--- config.mk ---
export PLATFORM = sky130hd
export DESIGN_NAME = ahbl_to_apb_bridge_flat
export DESIGN_NICKNAME = d
export VERILOG_FILES = /design/src/rtl/ahbl_to_apb_bridge_if.sv /design/src/rtl/ahbl_to_apb_bridge.sv /design/src/flat_wrapper.sv
export SDC_FILE = /design/constraint.sdc
export NUM_CORES = 1
export LEC_CHECK = 0
export BUFFER_PORTS_ARGS = -buffer_cell sky130_fd_sc_hd__buf_2
export CORE_AREA = 2 2 124 126
export CTS_CLUSTER_DIAMETER = 80
export DETAILED_ROUTE_END_ITERATION = 8
export DIE_AREA = 0 0 126 128
export PLACE_DENSITY = 0.75
export SLEW_MARGIN = 5
export SYNTH_ARGS = -nofsm -noshare
export SYNTH_HDL_FRONTEND = slang
export SYNTH_SLANG_ARGS = --single-unit
--- constraint.sdc ---
create_clock -name clk -period 1.59 [get_ports clk]
set_input_delay 0.0795 -clock clk [delete_from_list [all_inputs] [get_ports clk]]
set_output_delay 0.0795 -clock clk [all_outputs]
set_load 0.01 [all_outputs]
--- src/rtl/ahbl_to_apb_bridge_if.sv ---
// Bus bundle for the AHB-Lite to APB bridge. The bridge connects through the slave modport.
// The master modport is the view of the surrounding AHB requester and APB target.
interface ahbl_to_apb_bridge_if #(
  parameter int W_HADDR = 32,
  parameter int W_PADDR = 16,
  parameter int W_DATA  = 32
);
  logic               ahbls_hready;
  logic               ahbls_hready_resp;
  logic               ahbls_hresp;
  logic [W_HADDR-1:0] ahbls_haddr;
  logic               ahbls_hwrite;
  logic [1:0]         ahbls_htrans;
  logic [2:0]         ahbls_hsize;
  logic               ahbls_hsel;
  logic [W_DATA-1:0]  ahbls_hwdata;
  logic [W_DATA-1:0]  ahbls_hrdata;
  logic [W_DATA-1:0]  ahbls_hartid;
  logic [31:0]        ahbls_pd_pc;
  logic [W_PADDR-1:0] apbm_paddr;
  logic               apbm_psel;
  logic               apbm_penable;
  logic               apbm_pwrite;
  logic [W_DATA-1:0]  apbm_pwdata;
  logic               apbm_pready;
  logic [W_DATA-1:0]  apbm_prdata;
  logic               apbm_pslverr;
  logic [W_DATA-1:0]  apbm_phartid;
  logic [31:0]        apbm_pd_pc;

  modport slave (
    input  ahbls_hready, ahbls_haddr, ahbls_hwrite, ahbls_htrans, ahbls_hsize, ahbls_hsel,
    input  ahbls_hwdata, ahbls_hartid, ahbls_pd_pc,
    output ahbls_hready_resp, ahbls_hresp, ahbls_hrdata,
    output apbm_paddr, apbm_psel, apbm_penable, apbm_pwrite, apbm_pwdata, apbm_phartid, apbm_pd_pc,
    input  apbm_pready, apbm_prdata, apbm_pslverr
  );

  modport master (
    output ahbls_hready, ahbls_haddr, ahbls_hwrite, ahbls_htrans, ahbls_hsize, ahbls_hsel,
    output ahbls_hwdata, ahbls_hartid, ahbls_pd_pc,
    input  ahbls_hready_resp, ahbls_hresp, ahbls_hrdata,
    input  apbm_paddr, apbm_psel, apbm_penable, apbm_pwrite, apbm_pwdata, apbm_phartid, apbm_pd_pc,
    output apbm_pready, apbm_prdata, apbm_pslverr
  );
endinterface

--- src/rtl/ahbl_to_apb_bridge.sv ---
// AHB-Lite slave to APB master bridge: one APB SETUP/ACCESS transfer per AHB transfer,
// AHB data phase stretched until pready, two-cycle AHB ERROR on pslverr.
module ahbl_to_apb_bridge #(
  parameter int W_HADDR = 32,
  parameter int W_PADDR = 16,
  parameter int W_DATA  = 32
) (
  input logic                  clk,
  input logic                  rst_n,
  ahbl_to_apb_bridge_if.slave  bus
);
  localparam logic [2:0] ST_IDLE     = 3'd0;
  localparam logic [2:0] ST_WR_DATA  = 3'd1;
  localparam logic [2:0] ST_RD_SETUP = 3'd2;
  localparam logic [2:0] ST_WR_SETUP = 3'd3;
  localparam logic [2:0] ST_ACCESS   = 3'd4;
  localparam logic [2:0] ST_ERR1     = 3'd5;
  localparam logic [2:0] ST_ERR2     = 3'd6;

  // Output flags {psel, penable, hready_resp, hresp} for the state being entered
  function automatic logic [3:0] state_flags(input logic [2:0] st);
    logic [3:0] flags;
    case (st)
      ST_IDLE:     flags = 4'b0010;
      ST_WR_DATA:  flags = 4'b0000;
      ST_RD_SETUP: flags = 4'b1000;
      ST_WR_SETUP: flags = 4'b1000;
      ST_ACCESS:   flags = 4'b1100;
      ST_ERR1:     flags = 4'b0001;
      ST_ERR2:     flags = 4'b0011;
      default:     flags = 4'b0010;
    endcase
    return flags;
  endfunction

  logic [2:0]         state_r;
  logic [2:0]         state_nxt_s;
  logic [3:0]         flags_r;
  logic               accept_s;
  logic               take_s;
  logic               rd_done_s;
  logic [W_PADDR-1:0] paddr_r;
  logic               pwrite_r;
  logic [W_DATA-1:0]  pwdata_r;
  logic [W_DATA-1:0]  hrdata_r;
  logic [W_DATA-1:0]  phartid_r;
  logic [31:0]        pd_pc_r;
  logic               unused_s;

  assign unused_s  = ^{bus.ahbls_haddr[W_HADDR-1:W_PADDR], bus.ahbls_htrans[0], bus.ahbls_hsize};
  assign accept_s  = bus.ahbls_hready & bus.ahbls_hsel & bus.ahbls_htrans[1];
  // A new address phase is only looked at while this slave is presenting hready_resp=1
  assign take_s    = accept_s & ((state_r == ST_IDLE) | (state_r == ST_ERR2));
  assign rd_done_s = (state_r == ST_ACCESS) & bus.apbm_pready & ~bus.apbm_pslverr & ~pwrite_r;

  // Next-state decode
  always_comb begin
    state_nxt_s = state_r;
    case (state_r)
      ST_IDLE, ST_ERR2: begin
        if (take_s) begin
          state_nxt_s = bus.ahbls_hwrite ? ST_WR_DATA : ST_RD_SETUP;
        end else begin
          state_nxt_s = ST_IDLE;
        end
      end
      ST_WR_DATA:  state_nxt_s = ST_WR_SETUP;
      ST_RD_SETUP: state_nxt_s = ST_ACCESS;
      ST_WR_SETUP: state_nxt_s = ST_ACCESS;
      ST_ACCESS: begin
        if (bus.apbm_pready) begin
          state_nxt_s = bus.apbm_pslverr ? ST_ERR1 : ST_IDLE;
        end else begin
          state_nxt_s = ST_ACCESS;
        end
      end
      ST_ERR1:     state_nxt_s = ST_ERR2;
      default:     state_nxt_s = ST_IDLE;
    endcase
  end

  // State and handshake flags; flags are registered alongside the state they describe
  always_ff @(posedge clk or negedge rst_n) begin
    if (!rst_n) begin
      state_r <= ST_IDLE;
      flags_r <= 4'b0010;
    end else begin
      state_r <= state_nxt_s;
      flags_r <= state_flags(state_nxt_s);
    end
  end

  // Address-phase capture, write data latch and read data return
  always_ff @(posedge clk or negedge rst_n) begin
    if (!rst_n) begin
      paddr_r   <= '0;
      pwrite_r  <= 1'b0;
      pwdata_r  <= '0;
      hrdata_r  <= '0;
      phartid_r <= '0;
      pd_pc_r   <= 32'h0;
    end else begin
      if (take_s) begin
        paddr_r   <= bus.ahbls_haddr[W_PADDR-1:0];
        pwrite_r  <= bus.ahbls_hwrite;
        phartid_r <= bus.ahbls_hartid;
        pd_pc_r   <= bus.ahbls_pd_pc;
      end
      if (state_r == ST_WR_DATA) begin
        pwdata_r <= bus.ahbls_hwdata;
      end
      if (rd_done_s) begin
        hrdata_r <= bus.apbm_prdata;
      end
    end
  end

  assign bus.apbm_psel         = flags_r[3];
  assign bus.apbm_penable      = flags_r[2];
  assign bus.ahbls_hready_resp = flags_r[1];
  assign bus.ahbls_hresp       = flags_r[0];
  assign bus.apbm_paddr        = paddr_r;
  assign bus.apbm_pwrite       = pwrite_r;
  assign bus.apbm_pwdata       = pwdata_r;
  assign bus.ahbls_hrdata      = hrdata_r;
  assign bus.apbm_phartid      = phartid_r;
  assign bus.apbm_pd_pc        = pd_pc_r;
endmodule

--- src/flat_wrapper.sv ---
// flat-port wrapper written by rule: the top's interface ports become plain ports
module ahbl_to_apb_bridge_flat 
#(
  parameter int W_HADDR = 32,
  parameter int W_PADDR = 16,
  parameter int W_DATA  = 32
)
  (clk, rst_n, bus_ahbls_hready, bus_ahbls_haddr, bus_ahbls_hwrite, bus_ahbls_htrans, bus_ahbls_hsize, bus_ahbls_hsel, bus_ahbls_hwdata, bus_ahbls_hartid, bus_ahbls_pd_pc, bus_ahbls_hready_resp, bus_ahbls_hresp, bus_ahbls_hrdata, bus_apbm_paddr, bus_apbm_psel, bus_apbm_penable, bus_apbm_pwrite, bus_apbm_pwdata, bus_apbm_phartid, bus_apbm_pd_pc, bus_apbm_pready, bus_apbm_prdata, bus_apbm_pslverr);
  ahbl_to_apb_bridge_if #(.W_HADDR(W_HADDR), .W_PADDR(W_PADDR), .W_DATA(W_DATA)) bus_i ();
  input logic clk;
  input logic rst_n;
  input wire logic [$bits(bus_i.ahbls_hready)-1:0] bus_ahbls_hready;
  input wire logic [$bits(bus_i.ahbls_haddr)-1:0] bus_ahbls_haddr;
  input wire logic [$bits(bus_i.ahbls_hwrite)-1:0] bus_ahbls_hwrite;
  input wire logic [$bits(bus_i.ahbls_htrans)-1:0] bus_ahbls_htrans;
  input wire logic [$bits(bus_i.ahbls_hsize)-1:0] bus_ahbls_hsize;
  input wire logic [$bits(bus_i.ahbls_hsel)-1:0] bus_ahbls_hsel;
  input wire logic [$bits(bus_i.ahbls_hwdata)-1:0] bus_ahbls_hwdata;
  input wire logic [$bits(bus_i.ahbls_hartid)-1:0] bus_ahbls_hartid;
  input wire logic [$bits(bus_i.ahbls_pd_pc)-1:0] bus_ahbls_pd_pc;
  output wire logic [$bits(bus_i.ahbls_hready_resp)-1:0] bus_ahbls_hready_resp;
  output wire logic [$bits(bus_i.ahbls_hresp)-1:0] bus_ahbls_hresp;
  output wire logic [$bits(bus_i.ahbls_hrdata)-1:0] bus_ahbls_hrdata;
  output wire logic [$bits(bus_i.apbm_paddr)-1:0] bus_apbm_paddr;
  output wire logic [$bits(bus_i.apbm_psel)-1:0] bus_apbm_psel;
  output wire logic [$bits(bus_i.apbm_penable)-1:0] bus_apbm_penable;
  output wire logic [$bits(bus_i.apbm_pwrite)-1:0] bus_apbm_pwrite;
  output wire logic [$bits(bus_i.apbm_pwdata)-1:0] bus_apbm_pwdata;
  output wire logic [$bits(bus_i.apbm_phartid)-1:0] bus_apbm_phartid;
  output wire logic [$bits(bus_i.apbm_pd_pc)-1:0] bus_apbm_pd_pc;
  input wire logic [$bits(bus_i.apbm_pready)-1:0] bus_apbm_pready;
  input wire logic [$bits(bus_i.apbm_prdata)-1:0] bus_apbm_prdata;
  input wire logic [$bits(bus_i.apbm_pslverr)-1:0] bus_apbm_pslverr;
  assign bus_i.ahbls_hready = bus_ahbls_hready;
  assign bus_i.ahbls_haddr = bus_ahbls_haddr;
  assign bus_i.ahbls_hwrite = bus_ahbls_hwrite;
  assign bus_i.ahbls_htrans = bus_ahbls_htrans;
  assign bus_i.ahbls_hsize = bus_ahbls_hsize;
  assign bus_i.ahbls_hsel = bus_ahbls_hsel;
  assign bus_i.ahbls_hwdata = bus_ahbls_hwdata;
  assign bus_i.ahbls_hartid = bus_ahbls_hartid;
  assign bus_i.ahbls_pd_pc = bus_ahbls_pd_pc;
  assign bus_ahbls_hready_resp = bus_i.ahbls_hready_resp;
  assign bus_ahbls_hresp = bus_i.ahbls_hresp;
  assign bus_ahbls_hrdata = bus_i.ahbls_hrdata;
  assign bus_apbm_paddr = bus_i.apbm_paddr;
  assign bus_apbm_psel = bus_i.apbm_psel;
  assign bus_apbm_penable = bus_i.apbm_penable;
  assign bus_apbm_pwrite = bus_i.apbm_pwrite;
  assign bus_apbm_pwdata = bus_i.apbm_pwdata;
  assign bus_apbm_phartid = bus_i.apbm_phartid;
  assign bus_apbm_pd_pc = bus_i.apbm_pd_pc;
  assign bus_i.apbm_pready = bus_apbm_pready;
  assign bus_i.apbm_prdata = bus_apbm_prdata;
  assign bus_i.apbm_pslverr = bus_apbm_pslverr;
  ahbl_to_apb_bridge #(.W_HADDR(W_HADDR), .W_PADDR(W_PADDR), .W_DATA(W_DATA)) u_core (.clk(clk), .rst_n(rst_n), .bus(bus_i));
endmodule
==> impl_metrics.env, run 1 <==
export IMPL_vias=4651
export IMPL_synthAdderAreaFrac=0
export IMPL_r2r_end="u_core.bus.apbm_pwdata[0]$_DFFE_PN0N_"
export IMPL_num_rows=45
export IMPL_crit_type="reg -> reg"
export IMPL_layout_min_cycle_time_ns=1.63
export IMPL_skew_ns=0.00760
export IMPL_tightest_slew_ns=0.521
export IMPL_critPathArrivalTime_ns=1.92
export IMPL_viasPerCell=4.60
export IMPL_path_clk_slew_ns=0.06
export IMPL_cts_max_path_buffers=2
export IMPL_synth_top_family_by_area="multiplexers"
export IMPL_period_share=1.03
export IMPL_dp_cells=826
export IMPL_grt_first_pass_wirelength_um=26000
export IMPL_slew_violations=0
export IMPL_synthCells=337
export IMPL_clk_insertion_delay_late_ns=0.41
export IMPL_routedWlPerCell_um=17.1
export IMPL_fin_ws_ns=-0.0403
export IMPL_p_total_uw=18500
export IMPL_crit_fanout=8
export IMPL_reg2regPathDepth=4
export IMPL_place_area_sq_um=7580
export IMPL_fp_dieArea_sq_um=16100
export IMPL_regToRegStartpoint="u_core.state_r[1]$_DFF_PN0_"
export IMPL_root_buffer="clkbuf_16"
export IMPL_grtUsageMet3=0.0534
export IMPL_drcViolationCount=0
export IMPL_ant_nets=0
export IMPL_seq_area_frac_synth=0.658
export IMPL_avgSynthCellArea_sq_um=17.2
export IMPL_die_w_um=126
export IMPL_start_util=0.389
export IMPL_hpwlAfterDp_um=9820
export IMPL_dr_pass1_iters=4
export IMPL_met2_usage=0.380
export IMPL_coreArea_sq_um=14900
export IMPL_p_leak_uw=0.00496
export IMPL_power_density_nw_per_um2=1860
export IMPL_cts_tree="done"
export IMPL_synthSimpleGateAreaFrac=0.0141
export IMPL_cp_end_kind="flop"
export IMPL_grt_overflow=0
export IMPL_track_usage=0.206
export IMPL_whs_ns=0.158
export IMPL_syn_nets=509
export IMPL_port_buffers=300
export IMPL_drt_total_wl_um=17300
export IMPL_grt_setup_unrepaired="yes"
export IMPL_fin_nets=983
export IMPL_hold_depth=4
export IMPL_drive_gt1_frac=0.614
export IMPL_status="complete, but fails checks"
export IMPL_antenna_found_initial=0
export IMPL_hp_class="in -> reg"
export IMPL_crit_path_start_kind="flop"
export IMPL_final_area_sq_um=9930
export IMPL_relSlewSlack=0.649
export IMPL_synth_seq_cells=152
export IMPL_drtIter0Drc=118
export IMPL_grt_pass1_vias=5115
export IMPL_synthMuxAreaShare=0.284
export IMPL_grt_max_degree=44
export IMPL_ys_warn_count=0
export IMPL_min_delay_start="bus_apbm_pslverr"
export IMPL_required_ns=1.88
export IMPL_min_to="u_core.flags_r[1]$_DFF_PN1_"
export IMPL_worst_ir_drop_vdd_v=0.000978
export IMPL_cts_sinks=152
export IMPL_synth_compound_area_frac=0.0104
export IMPL_violations="negative setup slack"
export IMPL_grt_busiest_layer="met2"
export IMPL_maxCapViolCount=0
export IMPL_numCtsBuffers=17
export IMPL_dp_slack_ns=-0.0302
export IMPL_n_fill_cell=1004
export IMPL_dieHeight_um=128
export IMPL_setup_viol=79
export IMPL_place_gp_congestion=0.848
export IMPL_globalRouteMet1Util=0.224
export IMPL_synth_distinct_cells=28
export IMPL_area_growth_pct=71.7
export IMPL_hold_viol_final=0
export IMPL_stdcell_count=1012
export IMPL_syn_area_sq_um=5780
export IMPL_fmax_mhz=613
export IMPL_synth_xor_area_share=0.00151
export IMPL_reg2reg_setup_slack_ns=-0.04
export IMPL_io_pins=321
export IMPL_cts_htree_levels=4
export IMPL_n_antenna_cell=0
report_power, final:
| part | internal (uW) | switching (uW) | leakage (uW) |
|---|---|---|---|
| Sequential | 5840 | 1060 | 0.00183 |
| Combinational | 4130 | 3220 | 0.00283 |
| Clock | 2710 | 1550 | 0.000303 |
| Total | 12700 | 5830 | 0.00496 |
state kept, by name, indices dropped and copies added (netlist names):
signal and count:
u_core.bus.ahbls_hrdata 32, u_core.bus.apbm_paddr 16, u_core.bus.apbm_pd_pc 32, u_core.bus.apbm_phartid 32, u_core.bus.apbm_pwdata 32, u_core.bus.apbm_pwrite 1, u_core.flags_r 4, u_core.state_r 3
critical path: stages, from the launching register on:
cell and delay, ns:
dfrtp_1 0.43, or2b_1 0.29, nor2_4 0.25, clkbuf_16 0.24
mux2_4 0.31
routing by layer:
| metal | up-vias | share of wire |
|---|---|---|
| li1 | 2139 | - |
| met1 | 2286 | 0.38 |
| met2 | 198 | 0.54 |
| met3 | 28 | 0.059 |
| met4 | 0 | 0.021 |
| met5 | - | 0 |
synth_stat cells:
master / instances / area [sq um]
and4b_2: 1 / 11.3
o21bai_1: 1 / 7.51
a21oi_1: 1 / 5.00
mux2_4: 3 / 45.0
o22ai_1: 1 / 6.26
nand4b_1: 1 / 8.76
buf_6: 4 / 45.0
clkbuf_8: 8 / 110
nand2b_1: 2 / 12.5
o21ai_0: 3 / 15.0
dfstp_2: 1 / 26.3
o221ai_1: 1 / 8.76
o31a_2: 1 / 10.0
nor2_1: 1 / 3.75
dfrtp_1: 151 / 3780
o31ai_1: 1 / 7.51
or3b_1: 1 / 8.76
or2_2: 1 / 6.26
or2b_1: 1 / 7.51
nand2_1: 1 / 3.75
nor3b_2: 1 / 12.5
mux2_2: 141 / 1590
inv_1: 3 / 11.3
mux2i_1: 1 / 10.0
and2_1: 1 / 6.26
clkbuf_2: 1 / 5.00
xor2_1: 1 / 8.76
buf_2: 3 / 15.0
what timing repair did:
action                                  CTS  global route
cloned                                    1             3
hold buffers                            147             0
pin swaps                                 0             0
setup buffers                             3             0
gates resized for setup                   2            35
endpoints found under the setup margin   75           144
endpoints found under the hold margin   299             0
kinds of logic after synthesis:
group | after synthesis
compound gates | 9
xor+xnor | 1
buf+inv | 19
flops | 152
mux | 145
simple gates | 11
layout make-up:
type | instances | area, sq um | area share
clock buffer | 21 | 460 | 0.0464
timing repair buffer | 471 | 3310 | 0.334
clock inverter | 11 | 171 | 0.0173
inverter | 3 | 11.3 | 0.00113
tap | 188 | 235 | 0.0237
multi-input combinational | 166 | 1930 | 0.195
sequential | 152 | 3800 | 0.383
per-stage QoR:
step	util	setup TNS [ns]
after floorplan	-	-0.0715
after global placement	0.510	-0.0471
after detailed placement	0.510	-0.576
after CTS	0.655	-0.402
after global routing	0.668	-8.14
final	0.668	-1.25
worst max path at each step:
stage / start / endpoint / slack [ns] / cells after the start
final: u_core.state_r[1]$_DFF_PN0_ / u_core.bus.apbm_pwdata[0]$_DFFE_PN0N_ / -0.04 / 4
after floorplan: u_core.state_r[0]$_DFF_PN0_ / u_core.bus.ahbls_hrdata[10]$_DFFE_PN0P_ / -0.02 / 5
after global routing: u_core.state_r[2]$_DFF_PN0_ / u_core.bus.apbm_phartid[2]$_DFFE_PN0N_ / -0.09 / 4
after global placement: u_core.state_r[0]$_DFF_PN0_ / u_core.bus.ahbls_hrdata[9]$_DFFE_PN0P_ / -0.02 / 4
after detailed placement: u_core.state_r[0]$_DFF_PN0_ / u_core.bus.ahbls_hrdata[9]$_DFFE_PN0P_ / -0.03 / 4
after CTS: u_core.state_r[0]$_DFF_PN0_ / u_core.bus.ahbls_hrdata[10]$_DFFE_PN0P_ / -0.03 / 4
layout by cell type (no fill, tap or decap), types with 3 or more instances in the layout:
master / count
buf_2: 299
mux2_2: 109
dlygate4sd3_1: 147
clkinv_4: 3
clkbuf_16: 19
dfrtp_1: 151
o21ai_0: 3
mux2_4: 35
buf_12: 7
inv_1: 3
buf_4: 12
bufinv_16: 4
Power figures use the tool's default switching activity.
==> run 2, diff against run 1 <==
Settings changed: CORE_AREA 2 2 124 126 to 2 2 126 128, CTS_BUF_LIST set to sky130_fd_sc_hd__clkbuf_4 sky130_fd_sc_hd__clkbuf_8, DIE_AREA 0 0 126 128 to 0 0 128 130, PLACE_DENSITY 0.75 to 0.73.
==> run 2 against run 1 <==
  * The flow still finishes with violations (negative setup slack)
  * Clock power fell by 25%
  * Wire length fell by 1.8%
  * Via count rose by 0.30%
  * Die area rose by 3.2%
  * Critical endpoint is now u_core.bus.ahbls_hrdata[10]$_DFFE_PN0P_
  * Largest power group is now sequential cells
==> impl_metrics.env, run 2 (synthesized netlist as in run 1, its figures left out) <==
export IMPL_drive_gt1_frac=0.618
export IMPL_grt_first_pass_wirelength_um=24800
export IMPL_place_gp_congestion=0.753
export IMPL_fin_ws_ns=-0.0740
export IMPL_slew_violations=0
export IMPL_vias=4665
export IMPL_tightest_slew_ns=0.504
export IMPL_drcViolationCount=0
export IMPL_area_growth_pct=67.1
export IMPL_drtIter0Drc=140
export IMPL_grt_max_degree=46
export IMPL_crit_fanout=16
export IMPL_track_usage=0.193
export IMPL_path_clk_slew_ns=0.08
export IMPL_viasPerCell=4.59
export IMPL_fmax_mhz=601
export IMPL_cts_max_path_buffers=2
export IMPL_regToRegStartpoint="u_core.state_r[0]$_DFF_PN0_"
export IMPL_numCtsBuffers=17
export IMPL_fin_nets=984
export IMPL_grt_overflow=0
export IMPL_drt_total_wl_um=17000
export IMPL_routedWlPerCell_um=16.7
export IMPL_dr_pass1_iters=4
export IMPL_n_fill_cell=1125
export IMPL_cp_end_kind="flop"
export IMPL_n_antenna_cell=0
export IMPL_fp_dieArea_sq_um=16600
export IMPL_layout_min_cycle_time_ns=1.66
export IMPL_critPathArrivalTime_ns=1.97
export IMPL_crit_type="reg -> reg"
export IMPL_ant_nets=0
export IMPL_port_buffers=300
export IMPL_final_cell_mix="buf_2 (299), dfrtp_1 (150), dlygate4sd3_1 (147), mux2_2 (141), clkbuf_8 (18)"
export IMPL_clk_insertion_delay_late_ns=0.44
export IMPL_dp_cells=831
export IMPL_required_ns=1.90
export IMPL_violations="negative setup slack"
export IMPL_root_buffer="clkbuf_8"
export IMPL_p_leak_uw=0.00481
export IMPL_status="complete, but fails checks"
export IMPL_grt_pass1_vias=5099
export IMPL_register_area_sq_um=3810
export IMPL_dieHeight_um=130
export IMPL_skew_ns=0.0118
export IMPL_cts_sinks=152
export IMPL_start_util=0.375
export IMPL_grt_setup_unrepaired="yes"
export IMPL_whs_ns=0.0794
export IMPL_num_rows=46
export IMPL_maxCapViolCount=0
export IMPL_power_density_nw_per_um2=1750
export IMPL_worst_ir_drop_vdd_v=0.00104
export IMPL_worstSetupStartpoint="u_core.state_r[0]$_DFF_PN0_"
export IMPL_mostFrequentLayoutCell="buf_2"
export IMPL_stdcell_count=1017
export IMPL_die_w_um=128
export IMPL_multi_input_area_sq_um=1810
export IMPL_period_share=1.05
export IMPL_coreArea_sq_um=15400
export IMPL_fin_setup_tns_ns=-3.23
export IMPL_io_pins=321
export IMPL_hpwlAfterDp_um=10400
export IMPL_min_delay_start="bus_apbm_pslverr"
export IMPL_setup_viol=87
export IMPL_antenna_found_initial=0
export IMPL_crit_path_start_kind="flop"
export IMPL_relSlewSlack=0.661
export IMPL_hp_class="in -> reg"
export IMPL_cts_tree="done"
export IMPL_hold_viol_final=0
export IMPL_cts_htree_levels=4
## run 2: changes by cell type in the layout (fill, tap and decap cells not counted)
cell        previous run  this run
clkbuf_4               0         3
clkbuf_8               2        18
clkbuf_1               2         0
dfrtp_1              151       150
clkbuf_16             19         4
clkinvlp_4             2         1
buf_12                 7         6
dfrtp_2                0         1
buf_6                  2         4
buf_4                 12        10
mux2_4                35         3
mux2_2               109       141
clkinv_4               3         4
## run 2: layout make-up
| type | count | share of cell area |
|---|---|---|
| sequential | 152 | 0.394 |
| timing repair buffer | 472 | 0.347 |
| multi-input combinational | 166 | 0.188 |
| clock buffer | 21 | 0.0280 |
| tap | 192 | 0.0249 |
| clock inverter | 11 | 0.0179 |
| inverter | 3 | 0.00117 |
## run 2: worst max-delay path, cell delays in order (launching register included)
cell	delay, ns
dfrtp_1	0.42
nor3b_2	0.19
or3b_4	0.45
buf_12	0.18
mux2_4	0.31
## run 2: per-layer routing
layer,GRT usage,routed length [um]
met1,0.200,6300
met2,0.368,9350
met3,0.0533,1050
met4,0.0802,325
met5,0,0
## run 2: path summary, 6_finish.rpt
path                                                           end  slack (ns)  cells after the start
max in group asynchronous              u_core.flags_r[1]$_DFF_PN1_        0.78                      3
min                                    u_core.flags_r[1]$_DFF_PN1_        0.08                      4
max                        u_core.bus.ahbls_hrdata[10]$_DFFE_PN0P_       -0.07                      4
min reg2reg                  u_core.bus.apbm_pd_pc[11]$_DFFE_PN0N_        0.50                      1
max reg2reg                u_core.bus.ahbls_hrdata[10]$_DFFE_PN0P_       -0.07                      4
min in group asynchronous     u_core.bus.apbm_paddr[6]$_DFFE_PN0N_        0.15                      2
## run 2: where the power goes
| part | switching [uW] | total [uW] | internal, uW |
|---|---|---|---|
| clock network | 1400 | 3210 | 1810 |
| registers | 1030 | 6850 | 5830 |
| logic | 3080 | 6850 | 3770 |
## run 2: what timing repair did
action / 4_1_cts / 5_1_grt
hold buffers: 147 / 0
buffers inserted: 0 / 1
hold endpoints to repair: 300 / 0
endpoints found under the setup margin: 56 / 135
gates resized for setup: 2 / 8
pin swaps: 1 / 1
gates cloned: 0 / 6
## run 2: per-stage QoR
| stage | instance area [sq um] | worst slack, ns | total power, uW | utilization |
|---|---|---|---|---|
| after CTS | 9500 | -0.0393 | 16800 | 0.616 |
| after global routing | 9660 | -0.114 | 17900 | 0.627 |
| final | 9660 | -0.0740 | 16900 | 0.627 |
| after floorplan | 5810 | -0.0238 | 10300 | - |
| after detailed placement | 7580 | -0.0435 | 13200 | 0.491 |
| after global placement | 7580 | -0.0246 | 12900 | 0.491 |
